### config.mk
export PLATFORM = sky130hd
export DESIGN_NAME = alarm_controller
export DESIGN_NICKNAME = d
export VERILOG_FILES = /design/src/rtl/alarm_controller.sv
export SDC_FILE = /design/constraint.sdc
export NUM_CORES = 1
export LEC_CHECK = 0
export ABC_CLOCK_PERIOD_IN_PS = 6200
export CORE_UTILIZATION = 48
export CTS_CLUSTER_DIAMETER = 40
export DETAILED_ROUTE_END_ITERATION = 8
export GPL_TIMING_DRIVEN = 0
export PLACE_DENSITY = 0.71
export SYNTH_ARGS = -nofsm -noshare
export SYNTH_HDL_FRONTEND = slang
export SYNTH_SLANG_ARGS = --single-unit
### constraint.sdc
create_clock -name CLOCK_50 -period 6.2 [get_ports CLOCK_50]
set_input_delay 1.24 -clock CLOCK_50 [delete_from_list [all_inputs] [get_ports CLOCK_50]]
set_output_delay 1.24 -clock CLOCK_50 [all_outputs]
set_load 0.005 [all_outputs]
### src/rtl/alarm_controller.sv
// Alarm stage behind the 24-hour time-of-day counter: stores an alarm time and runs ring/snooze/dismiss.
// Optional hourly chime is built only when ALARM_HOURLY_CHIME_EN is defined; otherwise chime is tied low.
module alarm_controller #(
    parameter int SNOOZE_MIN       = 5,
    parameter int RING_TIMEOUT_SEC = 60,
    parameter int BLINK_DIV        = 25000000
) (
    input  logic       CLOCK_50,
    input  logic       reset,
    input  logic       sec_tick,
    input  logic [4:0] hours,
    input  logic [5:0] minutes,
    input  logic [5:0] seconds,
    input  logic       set_alarm,
    input  logic [4:0] alarm_hours_in,
    input  logic [5:0] alarm_min_in,
    input  logic       arm,
    input  logic       snooze,
    input  logic       dismiss,
    output logic [4:0] alarm_hours,
    output logic [5:0] alarm_minutes,
    output logic [1:0] state,
    output logic       ringing,
    output logic       snooze_active,
    output logic       alarm_led,
    output logic       chime
);

    localparam int SNOOZE_LOAD = SNOOZE_MIN * 60;
    localparam int SNOOZE_W    = (SNOOZE_LOAD > 0) ? $clog2(SNOOZE_LOAD + 1) : 1;
    localparam int RING_W      = (RING_TIMEOUT_SEC > 0) ? $clog2(RING_TIMEOUT_SEC + 1) : 1;
    localparam int BLINK_W     = (BLINK_DIV > 1) ? $clog2(BLINK_DIV) : 1;

    localparam logic [SNOOZE_W-1:0] SNOOZE_LOAD_V = SNOOZE_W'(SNOOZE_LOAD);
    localparam logic [RING_W-1:0]   RING_LIMIT_V  = RING_W'(RING_TIMEOUT_SEC);
    localparam logic [BLINK_W-1:0]  BLINK_LAST_V  = BLINK_W'(BLINK_DIV - 1);

    typedef enum logic [1:0] {
        IDLE    = 2'd0,
        ARMED   = 2'd1,
        RINGING = 2'd2,
        SNOOZE  = 2'd3
    } state_t;

    state_t              state_q, state_d;
    logic [4:0]          alarm_hours_q, alarm_hours_d;
    logic [5:0]          alarm_minutes_q, alarm_minutes_d;
    logic [RING_W-1:0]   ring_cnt_q, ring_cnt_d;
    logic [RING_W-1:0]   ring_cnt_inc;
    logic [SNOOZE_W-1:0] snooze_cnt_q, snooze_cnt_d;
    logic [BLINK_W-1:0]  blink_cnt_q, blink_cnt_d;
    logic                alarm_led_q, alarm_led_d;
    logic                match_prev_q, match_prev_d;
    logic                match;
    logic                trigger;

    // Edge-detected match: one trigger per alarm minute, so a dismissed alarm cannot re-ring.
    assign match   = (hours == alarm_hours_q) && (minutes == alarm_minutes_q) && (seconds == 6'd0);
    assign trigger = match && !match_prev_q;
    assign ring_cnt_inc = ring_cnt_q + RING_W'(1);

    always_comb begin
        state_d         = state_q;
        alarm_hours_d   = alarm_hours_q;
        alarm_minutes_d = alarm_minutes_q;
        ring_cnt_d      = ring_cnt_q;
        snooze_cnt_d    = snooze_cnt_q;
        match_prev_d    = match;

        if (set_alarm) begin
            alarm_hours_d   = (alarm_hours_in >= 5'd24) ? alarm_hours_in - 5'd24 : alarm_hours_in;
            alarm_minutes_d = (alarm_min_in >= 6'd60) ? alarm_min_in - 6'd60 : alarm_min_in;
            state_d         = arm ? ARMED : IDLE;
        end else if (!arm) begin
            state_d = IDLE;
        end else begin
            case (state_q)
                IDLE: begin
                    state_d = ARMED;
                end
                ARMED: begin
                    if (trigger) begin
                        state_d    = RINGING;
                        ring_cnt_d = '0;
                    end
                end
                RINGING: begin
                    if (dismiss) begin
                        state_d = ARMED;
                    end else if (snooze) begin
                        state_d      = SNOOZE;
                        snooze_cnt_d = SNOOZE_LOAD_V;
                    end else if (sec_tick) begin
                        ring_cnt_d = ring_cnt_inc;
                        if (ring_cnt_inc >= RING_LIMIT_V) begin
                            state_d = ARMED;
                        end
                    end
                end
                SNOOZE: begin
                    if (dismiss) begin
                        state_d = ARMED;
                    end else if (sec_tick) begin
                        // Count of 1 (or an empty load) expires now rather than wrapping.
                        if (snooze_cnt_q <= SNOOZE_W'(1)) begin
                            snooze_cnt_d = '0;
                            state_d      = RINGING;
                            ring_cnt_d   = '0;
                        end else begin
                            snooze_cnt_d = snooze_cnt_q - SNOOZE_W'(1);
                        end
                    end
                end
                default: begin
                    state_d = IDLE;
                end
            endcase
        end
    end

    // LED restarts lit on every entry to RINGING and is forced dark everywhere else.
    always_comb begin
        blink_cnt_d = '0;
        alarm_led_d = 1'b0;
        if (state_d == RINGING) begin
            if (state_q != RINGING) begin
                alarm_led_d = 1'b1;
            end else if (blink_cnt_q >= BLINK_LAST_V) begin
                alarm_led_d = !alarm_led_q;
            end else begin
                blink_cnt_d = blink_cnt_q + BLINK_W'(1);
                alarm_led_d = alarm_led_q;
            end
        end
    end

    always_ff @(posedge CLOCK_50) begin
        if (reset) begin
            state_q         <= IDLE;
            alarm_hours_q   <= '0;
            alarm_minutes_q <= '0;
            ring_cnt_q      <= '0;
            snooze_cnt_q    <= '0;
            blink_cnt_q     <= '0;
            alarm_led_q     <= 1'b0;
            match_prev_q    <= 1'b0;
        end else begin
            state_q         <= state_d;
            alarm_hours_q   <= alarm_hours_d;
            alarm_minutes_q <= alarm_minutes_d;
            ring_cnt_q      <= ring_cnt_d;
            snooze_cnt_q    <= snooze_cnt_d;
            blink_cnt_q     <= blink_cnt_d;
            alarm_led_q     <= alarm_led_d;
            match_prev_q    <= match_prev_d;
        end
    end

`ifdef ALARM_HOURLY_CHIME_EN
    logic hour_top;
    logic hour_top_prev_q, hour_top_prev_d;
    logic chime_q, chime_d;

    assign hour_top = (minutes == 6'd0) && (seconds == 6'd0);

    // Set on the top-of-hour edge, cleared by the following second; ringing mutes it.
    always_comb begin
        hour_top_prev_d = hour_top;
        chime_d         = chime_q;
        if (state_q == RINGING) begin
            chime_d = 1'b0;
        end else if (hour_top && !hour_top_prev_q) begin
            chime_d = 1'b1;
        end else if (sec_tick) begin
            chime_d = 1'b0;
        end
    end

    always_ff @(posedge CLOCK_50) begin
        if (reset) begin
            hour_top_prev_q <= 1'b0;
            chime_q         <= 1'b0;
        end else begin
            hour_top_prev_q <= hour_top_prev_d;
            chime_q         <= chime_d;
        end
    end

    assign chime = chime_q;
`else
    assign chime = 1'b0;
`endif

    assign alarm_hours   = alarm_hours_q;
    assign alarm_minutes = alarm_minutes_q;
    assign state         = state_q;
    assign ringing       = (state_q == RINGING);
    assign snooze_active = (state_q == SNOOZE);
    assign alarm_led     = alarm_led_q;

endmodule

==> impl_metrics.ini, run 1 <==
[sta]
hold_viol = 0
rsz0062_at_grt = no
setup_tns_ps = 0
fmax_mhz = 288
slew_headroom_pct = 32.6
clock-skew-final_ps = 11.2
finalSetupViolations = 0
tightest_slew_ps = 1000
fin_crit_sh_pct = 56.1
finalCriticalPeriod_ps = 3480
drv_slew = 0

[global_routing]
grt_pass1_vias = 2240
antenna_found_initial = 0
overflow = 0
grt_max_degree = 20
track_usage_pct = 21.7
grt_pass1_wl_um = 10600

[clocking]
clock_path_buffers = 2
clock-root-buffer = clkbuf_8
clock_latency_ps = 320
cts_made_buffers = 5
cts_hold_buf = 0
cts_tree = yes
cts_resized = 0
postCtsSetupBuffers = 0
cts_sinks = 55
htreeDepth = 2
clk_pin_slew_worst_paths_ps = 100

[worst_setup_path]
crit_path_end_kind = flop
crit_start = minutes[3]
cp_slowest_cell = a2111o_1
critical_path_arrival_ps = 3740
critPathMaxStageDelay_ps = 510
r2r_start = snooze_cnt_q[4]
crit_chain = clkdlybuf4s50_1 > xor2_1 > nor4_1 > nand4_1 > or4_4 > a2111o_1 > buf_6 > nor2_2
worst-path-max-fanout = 10
worstSetupStartpointType = input pin
crit_cells = 8
cpLargestDelayFamily = simple AND/OR/NAND/NOR gates
path_buf_inv = 2
endpoint = blink_cnt_q[2]
cp_data_required_time_ps = 6460
rrSetupSlack_ps = 3580
worst_r2r_endpoint = blink_cnt_q[2]
path_class = in -> reg
reg2reg_depth = 7

[flow_run]
drv_cap = 0

[final_layout]
antennaDiodeCount = 0
fin_util_pct = 62.7
fin_area_mm2 = 0.00354
area_growth_syn_to_layout_pct = 23.6
stdcell_count = 460
nFillCells = 504
nNetsFinal = 427
regArea_mm2 = 0.00110
drive_gt1_share_pct = 9.54
multi_input_area_mm2 = 0.00167

[pwr]
p_seq_share_pct = 57.3
sw_frac_of_total_pct = 24.6
comb_power_share_pct = 9.0
peakVddDrop_mv = 0.158
cellPowerDensity_mw_per_mm2 = 179
p_switching_mw = 0.155
power_mw = 0.632
intPower_mw = 0.477
clkPwrFrac_pct = 33.7
p_leak_nw = 1.30

[min_path]
holdCritStartpoint = snooze_cnt_q[6]
hold_path_class = reg -> reg

[logic_synthesis]
synth_nets = 371
yosysMostFrequentCell = dfxtp_1
synth_area_leaders = dfxtp_1 (38%), xor2_1 (10%), nor2_2 (4.4%), a21oi_1 (3.8%), nand3_1 (3.7%)
synth_area_leader_cell = dfxtp_1
yosys_warnings = 0
ys_seq_elements = 55
syn_inst = 331
synth-edff-count = 0
ys.flop_type = dfxtp_1
synthTopCellsByCount = dfxtp_1 (55), xor2_1 (33), nor2_1 (26)
netlist_area_mm2 = 0.00286
synth.avg_cell_area_um2 = 8.64
synth_top_area_share_pct = 38.5
async_flop_share_pct = 0
yosysUniqueCellTypes = 48
seq_area_frac_synth_pct = 38.5

[routing]
ant_nets = 0
highest_layer = met4
drc = 0
met2_length_um = 2820
drt_pass1_iterations = 4
wl_met3_um = 180
wire_per_inst_um = 13.6
viasPerCell = 5.35
vias = 2461
drt-total-wl_um = 6270
wl_met1_um = 3190
drt_iter0_drc = 103

[floorplanning]
core_area_mm2 = 0.00564
die_y_um = 79.2
ios = 52
rows = 27
initial_core_util_pct = 50.7
die_w_um = 79.2
die_area_mm2 = 0.00627

[placement]
place_hpwl_um = 4640
place_area_mm2 = 0.00344
post-place-cells = 452
gp_congestion = 0.822
io_buffers = 49

[status]
outcome = completed
worst min-delay path, cell delays in order, from the launching register on:
cell     delay (ps)
dfxtp_1         340
nand2_1          60
a21oi_1          50
cell usage in the layout, fill, tap and decap left out, drive strengths merged, types with 9 or more instances in the layout:
master / synthesis / layout
clkbuf: 7 / 12
nor3: 9 / 9
dfxtp: 55 / 55
inv: 7 / 9
nand3: 21 / 21
clkdlybuf4s50: 0 / 49
and3: 9 / 9
nand4: 11 / 11
nand2: 21 / 21
xor2: 33 / 33
a21oi: 22 / 22
nand2b: 9 / 9
nor2: 46 / 46
o21ai: 10 / 10
state kept, by name (all words and copies together) (netlist names):
signal / count
alarm_hours: 5
alarm_led: 1
alarm_minutes: 6
blink_cnt_q: 25
match_prev_q: 1
ring_cnt_q: 6
snooze_cnt_q: 9
state: 2
kinds of logic after synthesis:
logic type	count (synthesis)	share of synthesized area [%]
buf+inv	18	3.02
mux	7	2.45
other cells	1	0.131
fa+ha+maj	5	2.19
simple gates	150	29.2
flops	55	38.5
xor+xnor	38	11.6
compound gates	57	12.9
stage by stage:
stage / hold WS, ps / worst slack, ps
after floorplan: 448 / 2980
after global placement: 468 / 2370
after detailed placement: 478 / 2370
after CTS: 494 / 2690
after global routing: 511 / 2590
final: 492 / 2720
worst min-delay path by stage:
stage / slack (ps) / depth (start not counted) / to
2_1_floorplan: 450 / 1 / ring_cnt_q[5]
3_3_place_gp: 470 / 2 / snooze_cnt_q[3]
3_5_place_dp: 480 / 2 / snooze_cnt_q[6]
4_1_cts: 490 / 2 / snooze_cnt_q[6]
5_1_grt: 510 / 2 / snooze_cnt_q[6]
6_report: 490 / 2 / snooze_cnt_q[6]
area by class of cell:
type / count / area share [%]
inverter: 7 / 0.743
sequential: 55 / 31.1
clock buffer: 5 / 1.95
multi-input combinational: 258 / 47.3
timing repair buffer: 49 / 13.9
buffer: 11 / 1.70
tap: 72 / 2.55
clock inverter: 3 / 0.743
power by group through the flow:
| stage | Sequential, mW | Clock [mW] | Combinational [mW] |
|---|---|---|---|
| floorplan | 0.370 | 0 | 0.0204 |
| global route | 0.363 | 0.232 | 0.0624 |
| global placement | 0.370 | 0 | 0.0563 |
| CTS | 0.362 | 0.219 | 0.0574 |
| detailed placement | 0.370 | 0 | 0.0570 |
| finish | 0.362 | 0.213 | 0.0570 |
metal layers:
layer / vias to the layer above / track usage, %
li1: 1280 / -
met1: 1143 / 30.2
met2: 32 / 33.6
met3: 6 / 4.37
met4: 0 / 6.55
met5: - / 0
Note: power is estimated with default switching activity, not from simulation.
==> run 2, diff against run 1 <==
--- a/config.mk
+++ b/config.mk
@@ -5,7 +5,7 @@
 export SDC_FILE = /design/constraint.sdc
 export NUM_CORES = 1
 export LEC_CHECK = 0
-export ABC_CLOCK_PERIOD_IN_PS = 6200
+export ABC_CLOCK_PERIOD_IN_PS = 3200
 export CORE_UTILIZATION = 48
 export CTS_CLUSTER_DIAMETER = 40
 export DETAILED_ROUTE_END_ITERATION = 8
==> constraint.sdc (replaced) <==
create_clock -name CLOCK_50 -period 3.2 [get_ports CLOCK_50]
set_input_delay 0.64 -clock CLOCK_50 [delete_from_list [all_inputs] [get_ports CLOCK_50]]
set_output_delay 0.64 -clock CLOCK_50 [all_outputs]
set_load 0.005 [all_outputs]
==> results of run 2 <==
The final DEF is identical to that of run 1. Status: completed.
Among the figures that moved: setup slack after placement 2370 ps -> -32.0 ps; setup slack after layout 2720 ps -> 323 ps; register-to-register setup slack 3580 ps -> 580 ps; total power 0.632 mW -> 1.22 mW; worst IR drop on VDD 0.158 mV -> 0.305 mV
==> run 3, diff against run 2 <==
--- a/config.mk
+++ b/config.mk
@@ -8,9 +8,11 @@
 export ABC_CLOCK_PERIOD_IN_PS = 3200
 export CORE_UTILIZATION = 48
 export CTS_CLUSTER_DIAMETER = 40
+export CTS_CLUSTER_SIZE = 8
 export DETAILED_ROUTE_END_ITERATION = 8
+export DONT_BUFFER_PORTS = 1
 export GPL_TIMING_DRIVEN = 0
-export PLACE_DENSITY = 0.71
+export PLACE_DENSITY = 0.6
 export SYNTH_ARGS = -nofsm -noshare
 export SYNTH_HDL_FRONTEND = slang
 export SYNTH_SLANG_ARGS = --single-unit
==> run 3 against run 2 <==
Die area did not move. First-iteration DRC count up 23%. Global-route usage shrank 1.7 points. Critical path type is now reg -> reg. Largest cell class unchanged.
==> impl_metrics.ini, run 3 (same netlist as run 1, synthesis figures left out) <==
[status]
outcome = completed

[final_layout]
top_register = blink_cnt_q
nNetsFinal = 378
regArea_mm2 = 0.00110
final_cell_mix = dfxtp_1 (55), xor2_1 (33), nor2_1 (26), a21oi_1 (22)
biggestRegsByFlops = blink_cnt_q: 25 flops, snooze_cnt_q: 9 flops
largest_reg_flops = 25
drive_gt1_share_pct = 10.6
fin_area_mm2 = 0.00304
final_common_cell = dfxtp_1
area_growth_syn_to_layout_pct = 6.12
multi_input_area_mm2 = 0.00167
antennaDiodeCount = 0
nFillCells = 528

[placement]
io_buffers = 0
place_ws_ps = 379
place_hpwl_um = 4270
place_area_mm2 = 0.00295
gp_congestion = 0.785

[routing]
ant_nets = 0
wire_per_inst_um = 14.0
viasPerCell = 5.51
vias = 2265
drc = 0
drt-total-wl_um = 5740
drt_iter0_drc = 127
drt_pass1_iterations = 4

[clocking]
cts_sinks = 55
cts_resized = 0
clk_pin_slew_worst_paths_ps = 100
cts_hold_buf = 0
cts_made_buffers = 5
htreeDepth = 2
clock_path_buffers = 2
clock_latency_ps = 310
cts_tree = yes
clock-root-buffer = clkbuf_8
postCtsSetupBuffers = 0

[sta]
clock-skew-final_ps = 12.1
rsz0062_at_grt = no
hold_viol = 0
setup_tns_ps = 0
finalCriticalPeriod_ps = 2610
drv_slew = 0
slew_headroom_pct = 33.6
finalWorstSetupSlack_ps = 593
finalSetupViolations = 0
tightest_slew_ps = 987
fmax_mhz = 384
fin_crit_sh_pct = 81.5

[floorplanning]
rows = 27
initial_core_util_pct = 50.7
die_y_um = 79.2
die_area_mm2 = 0.00627
core_area_mm2 = 0.00564
die_w_um = 79.2
ios = 52

[worst_setup_path]
crit_path_end_kind = flop
path_class = reg -> reg
cp_data_required_time_ps = 3450
worst-path-max-fanout = 10
worstSetupStartpointType = flop
critical_path_arrival_ps = 2860
reg2reg_depth = 7

[pwr]
p_seq_share_pct = 62.2
cellPowerDensity_mw_per_mm2 = 372
p_switching_mw = 0.263
comb_power_share_pct = 4.3
sw_frac_of_total_pct = 23.3
p_leak_nw = 1.11
clkPwrFrac_pct = 33.5
intPower_mw = 0.867
peakVddDrop_mv = 0.187

[global_routing]
antenna_found_initial = 0
overflow = 0
grt_pass1_wl_um = 9950
grt_max_degree = 17
grt_pass1_vias = 2141
track_usage_pct = 20.0

[min_path]
min_path_cells = 2
hold_path_class = in -> reg

[flow_run]
drv_cap = 0
-- run 3: through the flow --
| step | cells | utilization [%] | hold WS, ps | power [mW] |
|---|---|---|---|---|
| 2_1_floorplan | 331 | - | 448 | 0.756 |
| 3_3_place_gp | 403 | 52.3 | 470 | 0.767 |
| 3_5_place_dp | 403 | 52.3 | 478 | 0.768 |
| 4_1_cts | 411 | 53.8 | 480 | 1.14 |
| 5_1_grt | 411 | 53.8 | 475 | 1.19 |
| 6_report | 411 | 53.8 | 487 | 1.13 |
-- run 3: path summary, 6_finish.rpt --
| kind | start | to | slack (ps) |
|---|---|---|---|
| hold / removal | alarm_hours_in[0] | alarm_hours[0] | 490 |
| setup reg to reg | snooze_cnt_q[4] | blink_cnt_q[7] | 590 |
| hold reg to reg | snooze_cnt_q[3] | snooze_cnt_q[3] | 490 |
| setup / recovery | snooze_cnt_q[4] | blink_cnt_q[7] | 590 |
-- run 3: power by group through the flow --
stage,Clock [mW],Sequential (mW),Combinational [mW]
floorplan,0,0.716,0.0395
global placement,0,0.719,0.0478
detailed placement,0,0.719,0.0490
CTS,0.390,0.703,0.0492
global route,0.426,0.705,0.0554
finish,0.379,0.703,0.0488
-- run 3: metal layers --
metal | wire (um) | vias to the layer above | share of wire (%) | GRT usage, %
met4 | 24 | 0 | 0.42 | 4.91
met5 | 0 | - | 0 | 0
met3 | 223 | 2 | 3.9 | 4.94
li1 | - | 1183 | - | -
met2 | 2530 | 42 | 44 | 31.6
met1 | 2960 | 1038 | 52 | 27.3
-- run 3: worst max-delay path, cell delays in order (launching register included) --
cell and delay (ps):
dfxtp_1 380, nor4_2 470, nor4b_4 440, or2b_1 300
nand2_1 110, a2111o_1 530, buf_6 210, nor2_2 100
-- run 3: cell type report --
type / instances / area share, %
Inverter: 7 / 0.865
Multi-Input combinational cell: 258 / 55.1
Sequential cell: 55 / 36.3
Tap cell: 72 / 2.97
Clock inverter: 2 / 0.412
Clock buffer: 6 / 2.39
Buffer: 11 / 1.98
